===== config.mk =====
export PLATFORM = sky130hd
export DESIGN_NAME = alarm_timekeeper
export DESIGN_NICKNAME = d
export VERILOG_FILES = /design/src/rtl/alarm_timekeeper.sv
export SDC_FILE = /design/constraint.sdc
export NUM_CORES = 1
export LEC_CHECK = 0
export CORE_MARGIN = 2
export CORE_UTILIZATION = 55
export CTS_BUF_LIST = sky130_fd_sc_hd__clkbuf_8
export DETAILED_ROUTE_END_ITERATION = 8
export PLACE_DENSITY = 0.75
export SLEW_MARGIN = 25
export SYNTH_ARGS = -nofsm -noshare
export SYNTH_HDL_FRONTEND = slang
export SYNTH_SLANG_ARGS = --single-unit

===== constraint.sdc =====
create_clock -name clk -period 5.5 [get_ports clk]
set_clock_uncertainty 0.1 [all_clocks]
set_input_delay 1.1 -clock clk [delete_from_list [all_inputs] [get_ports clk]]
set_output_delay 1.1 -clock clk [all_outputs]
set_load 0.05 [all_outputs]

===== src/rtl/alarm_timekeeper.sv =====
`default_nettype none
// ============================================================================
// Module      : alarm_timekeeper
// Description : Time-of-day (hh:mm:ss, 24 h) and alarm core. Detects rising
//               edges of the debounced hour/minute/enable buttons, derives a
//               one-second tick from the input clock, keeps current time,
//               holds a settable alarm time and runs the arm/ring/disarm FSM.
// Ports       : clk         - only clock (5 MHz from the debouncer divider)
//               reset       - synchronous, active-high reset
//               hours_in    - debounced hour button (level, any length)
//               minutes_in  - debounced minute button (level, any length)
//               enable_in   - debounced alarm-enable button
//               set_alarm   - 1: buttons edit alarm time, 0: current time
//               cur_hour/cur_min/cur_sec - current time
//               alm_hour/alm_min         - alarm time
//               alarm_armed - high in ARMED or RINGING
//               alarm_ring  - high in RINGING
//               sec_tick    - one-cycle pulse per second boundary
// Revision    : 1.0 - initial release
// ============================================================================
module alarm_timekeeper #(
    parameter int CLK_HZ      = 5000000,
    parameter int RING_SECS   = 60,
    parameter int ALARM_RST_H = 7
) (
    input  logic       clk,
    input  logic       reset,
    input  logic       hours_in,
    input  logic       minutes_in,
    input  logic       enable_in,
    input  logic       set_alarm,
    output logic [4:0] cur_hour,
    output logic [5:0] cur_min,
    output logic [5:0] cur_sec,
    output logic [4:0] alm_hour,
    output logic [5:0] alm_min,
    output logic       alarm_armed,
    output logic       alarm_ring,
    output logic       sec_tick
);

    localparam int c_PW = (CLK_HZ > 1) ? $clog2(CLK_HZ) : 1;
    localparam int c_RW = $clog2(RING_SECS + 1);
    localparam logic [c_PW-1:0] c_PRESC_MAX = c_PW'(CLK_HZ - 1);
    localparam logic [c_RW-1:0] c_RING_LAST = c_RW'(RING_SECS - 1);

    localparam logic [1:0] c_ST_DISARMED = 2'd0;
    localparam logic [1:0] c_ST_ARMED    = 2'd1;
    localparam logic [1:0] c_ST_RINGING  = 2'd2;

    // Button bit order in the edge-detect vectors: {enable, minute, hour}
    logic [2:0]      r_sync1_q, r_sync2_q;
    logic [2:0]      w_sync1_d;
    logic [2:0]      w_press;
    logic [c_PW-1:0] r_presc_q, w_presc_d;
    logic            r_tick_q, w_tick_d;
    logic [5:0]      r_sec_q, w_sec_d;
    logic [5:0]      r_min_q, w_min_d;
    logic [4:0]      r_hour_q, w_hour_d;
    logic [5:0]      r_alm_min_q, w_alm_min_d;
    logic [4:0]      r_alm_hour_q, w_alm_hour_d;
    logic [1:0]      r_state_q, w_state_d;
    logic [c_RW-1:0] r_ring_cnt_q, w_ring_cnt_d;
    logic            r_armed_q, w_armed_d;
    logic            r_ring_q, w_ring_d;
    logic            w_min_edit, w_hour_edit;
    logic            w_sec_carry, w_min_carry;
    logic            w_match;

    always_comb begin
        w_sync1_d = {enable_in, minutes_in, hours_in};
        w_press   = r_sync1_q & ~r_sync2_q;

        w_presc_d = (r_presc_q == c_PRESC_MAX) ? '0 : r_presc_q + c_PW'(1);
        // Registered so the pulse lines up with the cycle where the count is at max
        w_tick_d  = (w_presc_d == c_PRESC_MAX);

        w_min_edit  = w_press[1] & ~set_alarm;
        w_hour_edit = w_press[0] & ~set_alarm;

        w_sec_carry = r_tick_q && (r_sec_q == 6'd59);
        // A manual minute edit swallows the tick carry, so no hour carry follows it
        w_min_carry = w_sec_carry && !w_min_edit && (r_min_q == 6'd59);

        w_sec_d = r_sec_q;
        if (r_tick_q) begin
            w_sec_d = (r_sec_q == 6'd59) ? 6'd0 : r_sec_q + 6'd1;
        end

        // Press or carry (or both) advance the minute by exactly one
        w_min_d = r_min_q;
        if (w_min_edit || w_sec_carry) begin
            w_min_d = (r_min_q == 6'd59) ? 6'd0 : r_min_q + 6'd1;
        end

        w_hour_d = r_hour_q;
        if (w_hour_edit || w_min_carry) begin
            w_hour_d = (r_hour_q == 5'd23) ? 5'd0 : r_hour_q + 5'd1;
        end

        w_alm_min_d = r_alm_min_q;
        if (w_press[1] && set_alarm) begin
            w_alm_min_d = (r_alm_min_q == 6'd59) ? 6'd0 : r_alm_min_q + 6'd1;
        end

        w_alm_hour_d = r_alm_hour_q;
        if (w_press[0] && set_alarm) begin
            w_alm_hour_d = (r_alm_hour_q == 5'd23) ? 5'd0 : r_alm_hour_q + 5'd1;
        end

        w_match = r_tick_q && (w_hour_d == r_alm_hour_q) &&
                  (w_min_d == r_alm_min_q) && (w_sec_d == 6'd0);

        w_state_d    = r_state_q;
        w_ring_cnt_d = r_ring_cnt_q;
        case (r_state_q)
            c_ST_DISARMED: begin
                if (w_press[2]) w_state_d = c_ST_ARMED;
            end
            c_ST_ARMED: begin
                if (w_press[2]) begin
                    w_state_d = c_ST_DISARMED;
                end else if (w_match) begin
                    w_state_d    = c_ST_RINGING;
                    w_ring_cnt_d = '0;
                end
            end
            c_ST_RINGING: begin
                if (w_press[2]) begin
                    w_state_d = c_ST_DISARMED;
                end else if (r_tick_q) begin
                    if (r_ring_cnt_q == c_RING_LAST) begin
                        w_state_d = c_ST_ARMED;
                    end else begin
                        w_ring_cnt_d = r_ring_cnt_q + c_RW'(1);
                    end
                end
            end
            default: w_state_d = c_ST_DISARMED;
        endcase

        w_armed_d = (w_state_d != c_ST_DISARMED);
        w_ring_d  = (w_state_d == c_ST_RINGING);
    end

    always_ff @(posedge clk) begin
        if (reset) begin
            r_sync1_q    <= '0;
            r_sync2_q    <= '0;
            r_presc_q    <= '0;
            r_tick_q     <= 1'b0;
            r_sec_q      <= '0;
            r_min_q      <= '0;
            r_hour_q     <= '0;
            r_alm_min_q  <= '0;
            r_alm_hour_q <= 5'(ALARM_RST_H);
            r_state_q    <= c_ST_DISARMED;
            r_ring_cnt_q <= '0;
            r_armed_q    <= 1'b0;
            r_ring_q     <= 1'b0;
        end else begin
            r_sync1_q    <= w_sync1_d;
            r_sync2_q    <= r_sync1_q;
            r_presc_q    <= w_presc_d;
            r_tick_q     <= w_tick_d;
            r_sec_q      <= w_sec_d;
            r_min_q      <= w_min_d;
            r_hour_q     <= w_hour_d;
            r_alm_min_q  <= w_alm_min_d;
            r_alm_hour_q <= w_alm_hour_d;
            r_state_q    <= w_state_d;
            r_ring_cnt_q <= w_ring_cnt_d;
            r_armed_q    <= w_armed_d;
            r_ring_q     <= w_ring_d;
        end
    end

    assign cur_hour    = r_hour_q;
    assign cur_min     = r_min_q;
    assign cur_sec     = r_sec_q;
    assign alm_hour    = r_alm_hour_q;
    assign alm_min     = r_alm_min_q;
    assign alarm_armed = r_armed_q;
    assign alarm_ring  = r_ring_q;
    assign sec_tick    = r_tick_q;

endmodule
`default_nettype wire


==> impl_metrics.py <==
metrics = {
    "status": {
        "status": "finished, final reports clean",
    },
    "setup_path": {
        "cp_max_fo": 7,
        "path_class": "in2reg",
        "r2r_setup_slack_ns": 1.87,
        "max_stage_delay_ns": 0.57,
        "critPathCaptureType": "flop",
        "cp_slowest_cell": "clkdlybuf4s50_1",
        "cp_top_family": "simple AND/OR/NAND/NOR gates",
        "worstPathCellList": "clkdlybuf4s50_1 -> nor3b_2 -> or4b_4 -> o21ai_4 -> mux2i_1 -> xnor2_1 -> or4_1 -> o311a_4 -> a22o_1",
        "crit_buf_inv": 1,
        "required_ns": 5.64,
        "crit_path_start_kind": "primary input",
        "cp.arrival_ns": 4.17,
    },
    "synthesis": {
        "ys_ff_latch": 68,
        "syn_nets": 479,
        "synth_area_leader_cell": "dfxtp_1",
        "ys_warn_count": 0,
        "ys.flop_type": "dfxtp_1",
        "yosysSeqAreaShare_pct": 34.9,
        "synthCells": 466,
        "avgSynthCellArea_um2": 8.38,
        "synthTopCellsByCount": "dfxtp_1 (68), nor2_1 (63), nand2_1 (34)",
        "synth_cell_type_count": 67,
        "synthTopCellsByArea": "dfxtp_1 (35%), nor2_1 (6.1%), xor2_1 (4.5%), xnor2_1 (4.3%), a21oi_1 (3.3%)",
        "synth_enable_flop_cells": 0,
        "synth_top_area_share_pct": 34.9,
        "synthArstFlopShare_pct": 0,
        "synth.most_common_cell": "dfxtp_1",
        "netlist_area_um2": 3900,
    },
    "pwr": {
        "p_leak_nw": 1.58,
        "p_comb_share_pct": 6.8,
        "p_switching_mw": 0.243,
        "switching_share_pct": 22.8,
        "p_int_mw": 0.819,
        "ir_worst_vdd_mv": 0.138,
        "clockPowerShare_pct": 45.2,
        "seqPwrFrac_pct": 48.0,
        "p_per_area_nw_per_um2": 235,
    },
    "final_layout": {
        "area_delta_synth_final_pct": 15.5,
        "fillers": 611,
        "fin_nets": 507,
        "layout-drive-gt1-share_pct": 8.62,
        "n_antenna_cell": 0,
    },
    "clock_tree": {
        "cts_setup_buffers": 0,
        "holdBufCountCts": 0,
        "clock-root-buffer": "clkbuf_8",
        "clockBufferDepth": 2,
        "cts_tree": "built",
        "clk_latency_ns": 0.34,
        "cts_resized": 0,
        "cts.clk_slew.worst_paths_ns": 0.07,
        "cts_buffers": 9,
        "htreeDepth": 3,
        "numClockSinks": 68,
    },
    "timing": {
        "setup-tns-final_ns": 0,
        "slew_headroom_pct": 53.3,
        "fin_crit_ns": 4.03,
        "rsz0062_at_grt": "false",
        "fin_crit_sh_pct": 73.3,
        "drv_slew": 0,
        "clock.fmax_mhz": 248,
        "setup_violations": 0,
        "setup_ws_ns": 1.47,
        "hold_violations": 0,
        "tightest_slew_ns": 0.693,
    },
    "grt": {
        "first_global_vias": 3086,
        "grt_max_degree": 39,
        "gr-usage-all-layers_pct": 23.2,
        "grt_pass1_wl_mm": 14.3,
        "overflow": 0,
        "antenna_found_initial": 0,
    },
    "routing": {
        "routed_wl_mm": 8.61,
        "dr.pass1.iters": 5,
        "drc": 0,
        "wire_per_inst_um": 14.5,
        "viasPerCell": 5.80,
        "drt_iter0_drc": 116,
        "ant_nets": 0,
        "vias": 3450,
    },
    "floorplan": {
        "start_util_pct": 57.2,
        "coreArea_um2": 6830,
        "die_h_um": 88.3,
        "row_count": 30,
        "boundaryPins": 37,
        "die_w_um": 88.3,
        "design.die.area_um2": 7790,
    },
    "place": {
        "port_buffers": 36,
        "dp_hpwl_mm": 5.96,
        "gp_congestion": 0.844,
        "place_ws_ns": 1.14,
    },
    "job": {
        "cap_violations": 0,
    },
    "hold_path": {
        "hp-class": "reg2reg",
    },
}
## path summary, 6_finish.rpt
path / startpoint / cells past startpoint / to
worst max-delay path: set_alarm / 9 / r_ring_cnt_q[4]$_SDFFE_PP0P_
worst min-delay path: r_sync1_q[2]$_SDFF_PP0_ / 1 / r_sync2_q[2]$_SDFF_PP0_
worst max register to register: cur_sec[0]$_SDFF_PP0_ / 9 / r_ring_cnt_q[4]$_SDFFE_PP0P_
worst min register to register: r_sync1_q[2]$_SDFF_PP0_ / 1 / r_sync2_q[2]$_SDFF_PP0_
## cells by family after synthesis
| group | after synthesis | share of synthesized area [%] |
|---|---|---|
| AOI/OAI and AO/OA | 96 | 17.0 |
| xor gates and xnor gates | 39 | 8.75 |
| adders and majority gates | 7 | 2.24 |
| buffers and inverters | 29 | 3.84 |
| DFF | 68 | 34.9 |
| muxes | 8 | 2.05 |
| and+or+nand+nor | 219 | 31.3 |
## flip-flops by register name, indices dropped and copies added, names as in the netlist
name,cells
alarm_ring,1
r_state_q,2
r_sync2_q,3
sec_tick,1
cur_hour,5
cur_min,6
r_ring_cnt_q,6
alm_min,6
r_presc_q,23
alm_hour,5
cur_sec,6
r_sync1_q,3
alarm_armed,1
## metal layers
| metal | up-vias | global-route usage [%] | wire length (um) |
|---|---|---|---|
| met5 | - | 0 | 0 |
| met4 | 0 | 8.40 | 128 |
| met3 | 11 | 3.45 | 340 |
| met2 | 75 | 36.6 | 3900 |
| met1 | 1640 | 32.2 | 4240 |
| li1 | 1724 | - | - |
## cells in the final DEF (no fill, tap or decap), types with 4 or more instances in the layout
cell type and count:
xnor2_1 19, clkdlybuf4s50_1 36, nand2b_1 10, a22o_1 5, a31oi_1 5, mux2i_1 8, o211ai_1 5, inv_1 9
nand3_1 18, or3_1 7, and3_1 7, nor3b_1 6, nor3_1 11, nand4_1 14, ha_1 7, nor2b_1 11
nor4_1 6, o31ai_1 4, clkbuf_8 12, a21oi_1 26, and2_1 4, xor2_1 20, dfxtp_1 68, nor2_1 63
nand2_1 34, o21ai_0 22
## layout make-up
| type | count | area (um^2) | area share (%) |
|---|---|---|---|
| timing repair buffer | 37 | 368 | 8.15 |
| multi-input combinational | 369 | 2390 | 53.1 |
| sequential | 68 | 1360 | 30.2 |
| inverter | 9 | 33.8 | 0.749 |
| tap | 96 | 120 | 2.66 |
| clock inverter | 4 | 70.1 | 1.55 |
| clock buffer | 12 | 165 | 3.66 |
## metrics by stage
step	std cells	instance area, um^2	power [mW]	hold slack [ns]	utilization, %
3_3_place_gp	579	4280	0.591	0.353	62.6
6_report	595	4510	1.06	0.366	66.0
5_1_grt	595	4510	1.10	0.373	66.0
2_1_floorplan	466	3910	0.571	0.337	-
3_5_place_dp	579	4280	0.593	0.356	62.6
4_1_cts	595	4510	1.07	0.369	66.0
## worst register-to-register path: stages (launching register included)
cell,delay [ns]
dfxtp_1,0.47
ha_1,0.37
or2b_2,0.37
or2_2,0.33
o21ai_4,0.27
mux2i_1,0.31
xnor2_1,0.11
or4_1,0.54
o311a_4,0.43
a22o_1,0.23
## power groups by stage
stage	registers [mW]	logic (mW)	clock network (mW)
3_5_place_dp	0.520	0.0726	0
5_1_grt	0.510	0.0796	0.507
3_3_place_gp	0.520	0.0710	0
6_report	0.509	0.0727	0.480
2_1_floorplan	0.530	0.0408	0
4_1_cts	0.509	0.0730	0.484
Note: power is estimated with default switching activity, not from simulation.
